==> src/rtl/ir_encoder.sv <==
// ir_encoder: pulse-distance IR frame transmitter (sync burst/silence, 32 bits MSB first, stop dip, gap).
// Optional IR_CARRIER_EN: bursts are modulated by a square carrier for driving an IR LED directly.
module ir_encoder #(
  parameter int SBD          = 900,
  parameter int SSD          = 450,
  parameter int BBD          = 60,
  parameter int BSD0         = 60,
  parameter int BSD1         = 160,
  parameter int GAP          = 50,
  parameter int CARRIER_HALF = 2
) (
  input  logic        clk_in,
  input  logic        rst_in,
  input  logic [31:0] code_in,
  input  logic        valid_in,
  output logic        ready_out,
  output logic        signal_out,
  output logic        busy_out,
  output logic        done_out,
  output logic [2:0]  state_out
);

  localparam int MAX_A  = (SBD > SSD) ? SBD : SSD;
  localparam int MAX_B  = (BBD > BSD0) ? BBD : BSD0;
  localparam int MAX_C  = (BSD1 > GAP) ? BSD1 : GAP;
  localparam int MAX_AB = (MAX_A > MAX_B) ? MAX_A : MAX_B;
  localparam int MAX_D  = (MAX_AB > MAX_C) ? MAX_AB : MAX_C;
  localparam int CW     = $clog2(MAX_D) + 1;

  localparam logic [CW-1:0] D_SBD  = CW'(SBD);
  localparam logic [CW-1:0] D_SSD  = CW'(SSD);
  localparam logic [CW-1:0] D_BBD  = CW'(BBD);
  localparam logic [CW-1:0] D_BSD0 = CW'(BSD0);
  localparam logic [CW-1:0] D_BSD1 = CW'(BSD1);
  localparam logic [CW-1:0] D_GAP  = CW'(GAP);

  if (SBD < 1 || SSD < 1 || BBD < 1 || BSD0 < 1 || BSD1 < 1 || GAP < 1 || CARRIER_HALF < 1) begin : g_bad_params
    $error("ir_encoder: all timing parameters must be >= 1");
  end

  typedef enum logic [2:0] {
    S_IDLE       = 3'd0,
    S_SYNC_BURST = 3'd1,
    S_SYNC_SIL   = 3'd2,
    S_BIT_BURST  = 3'd3,
    S_BIT_SIL    = 3'd4,
    S_STOP_BURST = 3'd5,
    S_GAP        = 3'd6
  } state_t;

  state_t        r_state, w_state_next;
  logic [CW-1:0] r_cnt, w_cnt_next, w_dur;
  logic [31:0]   r_shift, w_shift_next;
  logic [5:0]    r_bits, w_bits_next;
  logic          r_signal, w_signal_next;
  logic          r_done, w_done_next;
  logic          w_last, w_burst_next;

  always_comb begin
    w_dur = '0;
    case (r_state)
      S_SYNC_BURST: w_dur = D_SBD;
      S_SYNC_SIL:   w_dur = D_SSD;
      S_BIT_BURST:  w_dur = D_BBD;
      S_BIT_SIL:    w_dur = r_shift[31] ? D_BSD1 : D_BSD0;
      S_STOP_BURST: w_dur = D_BBD;
      S_GAP:        w_dur = D_GAP;
      default:      w_dur = '0;
    endcase
    w_last = (r_cnt == w_dur - CW'(1));
  end

  always_comb begin
    w_state_next = r_state;
    w_shift_next = r_shift;
    w_bits_next  = r_bits;
    w_done_next  = 1'b0;
    case (r_state)
      S_IDLE: begin
        if (valid_in) begin
          w_shift_next = code_in;
          w_bits_next  = '0;
          w_state_next = S_SYNC_BURST;
        end
      end
      S_SYNC_BURST: if (w_last) w_state_next = S_SYNC_SIL;
      S_SYNC_SIL:   if (w_last) w_state_next = S_BIT_BURST;
      S_BIT_BURST:  if (w_last) w_state_next = S_BIT_SIL;
      S_BIT_SIL: begin
        if (w_last) begin
          w_shift_next = {r_shift[30:0], 1'b0};
          w_bits_next  = r_bits + 6'd1;
          w_state_next = (r_bits == 6'd31) ? S_STOP_BURST : S_BIT_BURST;
        end
      end
      S_STOP_BURST: begin
        if (w_last) begin
          w_state_next = S_GAP;
          w_done_next  = 1'b1;
        end
      end
      S_GAP:   if (w_last) w_state_next = S_IDLE;
      default: w_state_next = S_IDLE;
    endcase
    // Every state change restarts the duration count; IDLE keeps it parked at zero.
    w_cnt_next   = (w_state_next != r_state || r_state == S_IDLE) ? '0 : r_cnt + CW'(1);
    w_burst_next = (w_state_next == S_SYNC_BURST) || (w_state_next == S_BIT_BURST) ||
                   (w_state_next == S_STOP_BURST);
  end

`ifdef IR_CARRIER_EN
  localparam int PW = (CARRIER_HALF > 1) ? $clog2(CARRIER_HALF) : 1;
  localparam logic [PW-1:0] PH_LAST = PW'(CARRIER_HALF - 1);

  logic [PW-1:0] r_ph, w_ph_next;
  logic          r_car, w_car_next;

  // Carrier phase restarts low on every burst entry so each burst has the same shape.
  always_comb begin
    w_ph_next  = r_ph + PW'(1);
    w_car_next = r_car;
    if (!w_burst_next || w_state_next != r_state) begin
      w_ph_next  = '0;
      w_car_next = 1'b0;
    end else if (r_ph == PH_LAST) begin
      w_ph_next  = '0;
      w_car_next = ~r_car;
    end
    w_signal_next = w_burst_next ? w_car_next : 1'b1;
  end

  always_ff @(posedge clk_in) begin
    if (rst_in) begin
      r_ph  <= '0;
      r_car <= 1'b0;
    end else begin
      r_ph  <= w_ph_next;
      r_car <= w_car_next;
    end
  end
`else
  always_comb w_signal_next = ~w_burst_next;
`endif

  always_ff @(posedge clk_in) begin
    if (rst_in) begin
      r_state  <= S_IDLE;
      r_cnt    <= '0;
      r_shift  <= '0;
      r_bits   <= '0;
      r_signal <= 1'b1;
      r_done   <= 1'b0;
    end else begin
      r_state  <= w_state_next;
      r_cnt    <= w_cnt_next;
      r_shift  <= w_shift_next;
      r_bits   <= w_bits_next;
      r_signal <= w_signal_next;
      r_done   <= w_done_next;
    end
  end

  assign ready_out  = (r_state == S_IDLE);
  assign busy_out   = (r_state != S_IDLE);
  assign signal_out = r_signal;
  assign done_out   = r_done;
  assign state_out  = r_state;

endmodule

==> config.mk <==
export PLATFORM = sky130hd
export DESIGN_NAME = ir_encoder
export DESIGN_NICKNAME = d
export VERILOG_FILES = /design/src/rtl/ir_encoder.sv
export SDC_FILE = /design/constraint.sdc
export NUM_CORES = 1
export LEC_CHECK = 0
export BUFFER_PORTS_ARGS = -buffer_cell sky130_fd_sc_hd__clkbuf_2
export CORE_UTILIZATION = 59
export CTS_BUF_LIST = sky130_fd_sc_hd__clkbuf_4
export DETAILED_ROUTE_END_ITERATION = 16
export PLACE_DENSITY_LB_ADDON = 0.08
export SLEW_MARGIN = 0
export SYNTH_ARGS = -nofsm -noshare
export SYNTH_HDL_FRONTEND = slang
export SYNTH_SLANG_ARGS = --single-unit
export TNS_END_PERCENT = 20
==> constraint.sdc <==
create_clock -name clk_in -period 4 [get_ports clk_in]
set_input_delay 0.8 -clock clk_in [delete_from_list [all_inputs] [get_ports clk_in]]
set_output_delay 0.8 -clock clk_in [all_outputs]
set_load 0.005 [all_outputs]
==> reports/results.ini <==
[outcome]
status = finished, final reports clean

[yosys]
ys_types = 48
synth_top_area_share_pct = 39.5
async_reset_ff_share_pct = 0
avgSynthCellArea_sq_um = 8.69
synthFlopType = dfxtp_1
ys_ff_latch = 54
synth_nets = 353
syn-cell-area_sq_um = 2740
synthCells = 315
yosys.area.top_type = dfxtp_1
yosysSeqAreaShare_pct = 39.5
yosysWarnings = 0
synth_edf_count = 0
synth_area_leaders = dfxtp_1, o221a_2, nor2_1

[critical_path]
cp-startpoint = state_out[0]
reg2reg_depth = 9
critPathMostFrequentCell = and4b_1
cp-start-kind = flip-flop
reg2reg_from = state_out[0]
rr_endpoint = r_bits[5]
worstPathRequired_ns = 4.30
endpoint = r_bits[5]
critical-path-max-stage-delay_ns = 0.80
cp_slowest_cell = dfxtp_1
rrSetupSlack_ns = 0.46
arrival_ns = 3.84
crit_type = flip-flop to flip-flop
worst-path-max-fanout = 24
cp_cell_sequence = nand2b_1, ha_1, and4b_1, a311oi_2, xnor2_1, and4b_1, nand3_2, or4_1, a21oi_1
cp-end-kind = flip-flop

[clock_network]
cts_sinks = 54
path_clk_slew_ns = 0.15
cts_tree = done
cts_resized = 0
cts_buffers = 5
cts_setup_buffers = 0
clk-insertion-delay-late_ns = 0.37
cts_root_buffer = clkbuf_4
cts_hold_buf = 0
htree_levels = 2
clockBufferDepth = 2

[flow_run]
timing.max_cap.violations = 0

[drt]
drtAntennaViolNets = 0
wirelength_mm = 5.51
route.detailed.drc = 0
vias_per_cell = 5.85
first_pass_iters = 5
vias = 2336
first_iter_violations = 125
wire_per_inst_microns = 13.8

[cells_and_area]
fin_cells = 399
layout_common_cells = nor2_1, dfxtp_1, clkbuf_2
area_growth_pct = 9.41
final_nets = 384
layout-drive-gt1-share_pct = 27.4
final_common_cell = nor2_1
antenna_cells = 0

[global_route]
antenna_found_initial = 0
grt_max_degree = 41
grt.overflow.total = 0
grt_pass1_vias = 2132
grt_pass1_wl_mm = 9.40
grt_usage_pct = 23.4

[sta]
timing.final.ws_setup_ns = 0.461
skew_ns = 0.0107
relSlewSlack_pct = 47.2
worst_slew_pin_slew_ns = 0.792
finalMaxSlewViolations = 0
final.period_utilization_pct = 88.5
finalSetupViolCount = 0
rsz0062_at_grt = false
final_hold_viol_count = 0
finalCriticalPeriod_ns = 3.54
fmax_ghz = 0.283
holdWs_ns = 0.497
setup_tns_ns = 0

[placement]
hpwl_mm = 3.79
io_buffers = 41
place_congestion = 0.878
dp.cells = 391
post-place-ws_ns = 0.531

[pwr]
power.total_w = 0.00128
switchingPower_w = 0.000431
p_comb_share_pct = 29.7
swShare_pct = 33.6
p_int_w = 0.000853
pwr-share-seq_pct = 52.4
p_clk_share_pct = 17.9
ir_drop_uv = 270
power_density_nw_per_um2 = 429
power.leakage_nw = 1.22

[floorplan]
core_sq_um = 4410
die_w_microns = 70.1
io_pins = 42
die_h_microns = 70.1
dieArea_sq_um = 4920
start_util_pct = 62.0
rows = 24

[hold_path]
hold_class = flip-flop to flip-flop

-- flip-flops by register name, indices dropped and copies added (netlist names) --
register	cells
done_out	1
r_bits	6
r_cnt	11
r_shift	32
signal_out	1
state_out	3
-- layer usage --
metal | up-vias | part of all wire (%) | global-route usage, %
met5 | - | 0 | 0
met2 | 47 | 43 | 35.0
li1 | 1203 | - | -
met1 | 1080 | 52 | 33.5
met3 | 6 | 4.0 | 4.76
met4 | 0 | 1.0 | 7.78
-- worst max-delay path: cells and delay by family (launching register included) --
family	cells	cell delay, ns
xor gates and xnor gates	1	0.18
and+or+nand+nor	5	1.78
adders and majority gates	1	0.35
AOI/OAI and AO/OA	2	0.37
DFF	1	0.80
-- per-stage QoR --
| stage | area (sq um) | util, % |
|---|---|---|
| after global placement | 2940 | 66.6 |
| final | 3000 | 67.9 |
| after detailed placement | 2940 | 66.6 |
| after global routing | 3000 | 67.9 |
| after CTS | 3000 | 67.9 |
| after floorplan | 2740 | - |
-- final cells by class --
type / count / area, sq um
Multi-Input combinational cell: 232 / 1530
Clock buffer: 5 / 37.5
Sequential cell: 54 / 1080
Tap cell: 52 / 65.1
Clock inverter: 3 / 16.3
Timing Repair Buffer: 46 / 243
Fill cell: 382 / 1420
Inverter: 7 / 26.3
-- worst min-delay path by stage --
stage | cells past startpoint | start | end
finish | 2 | r_bits[1] | r_bits[1]
global route | 2 | r_bits[1] | r_bits[1]
CTS | 2 | r_bits[1] | r_bits[1]
detailed placement | 2 | r_bits[1] | r_bits[1]
global placement | 2 | r_bits[5] | r_bits[5]
floorplan | 2 | r_bits[5] | r_bits[5]
-- Yosys cell counts, types with 5 or more instances --
| cell | count |
|---|---|
| nand2_1 | 8 |
| nand2b_1 | 5 |
| and3_1 | 6 |
| dfxtp_1 | 54 |
| o221a_2 | 31 |
| nor2_1 | 77 |
| xor2_1 | 10 |
| o211ai_1 | 5 |
| o21ai_0 | 5 |
| inv_1 | 7 |
| buf_2 | 11 |
| clkbuf_1 | 9 |
| xnor2_1 | 5 |
| a21oi_1 | 12 |
| nand3_1 | 16 |
-- power groups by stage --
stage	registers [W]	clock network (W)	logic, W
2_1_floorplan	0.000653	0	0.000316
3_5_place_dp	0.000681	0	0.000381
4_1_cts	0.000671	0.000237	0.000382
5_1_grt	0.000681	0.000255	0.000428
6_report	0.000672	0.000230	0.000382
3_3_place_gp	0.000682	0	0.000370
-- kinds of logic after synthesis --
family / after synthesis / share of synthesized area (%)
simple gates: 145 / 26.6
fa+ha+maj: 3 / 1.37
compound gates: 68 / 22.6
buf+inv: 29 / 4.75
mux: 1 / 0.411
flops: 54 / 39.5
xor+xnor: 15 / 4.80
Note: power is estimated with default switching activity, not from simulation.
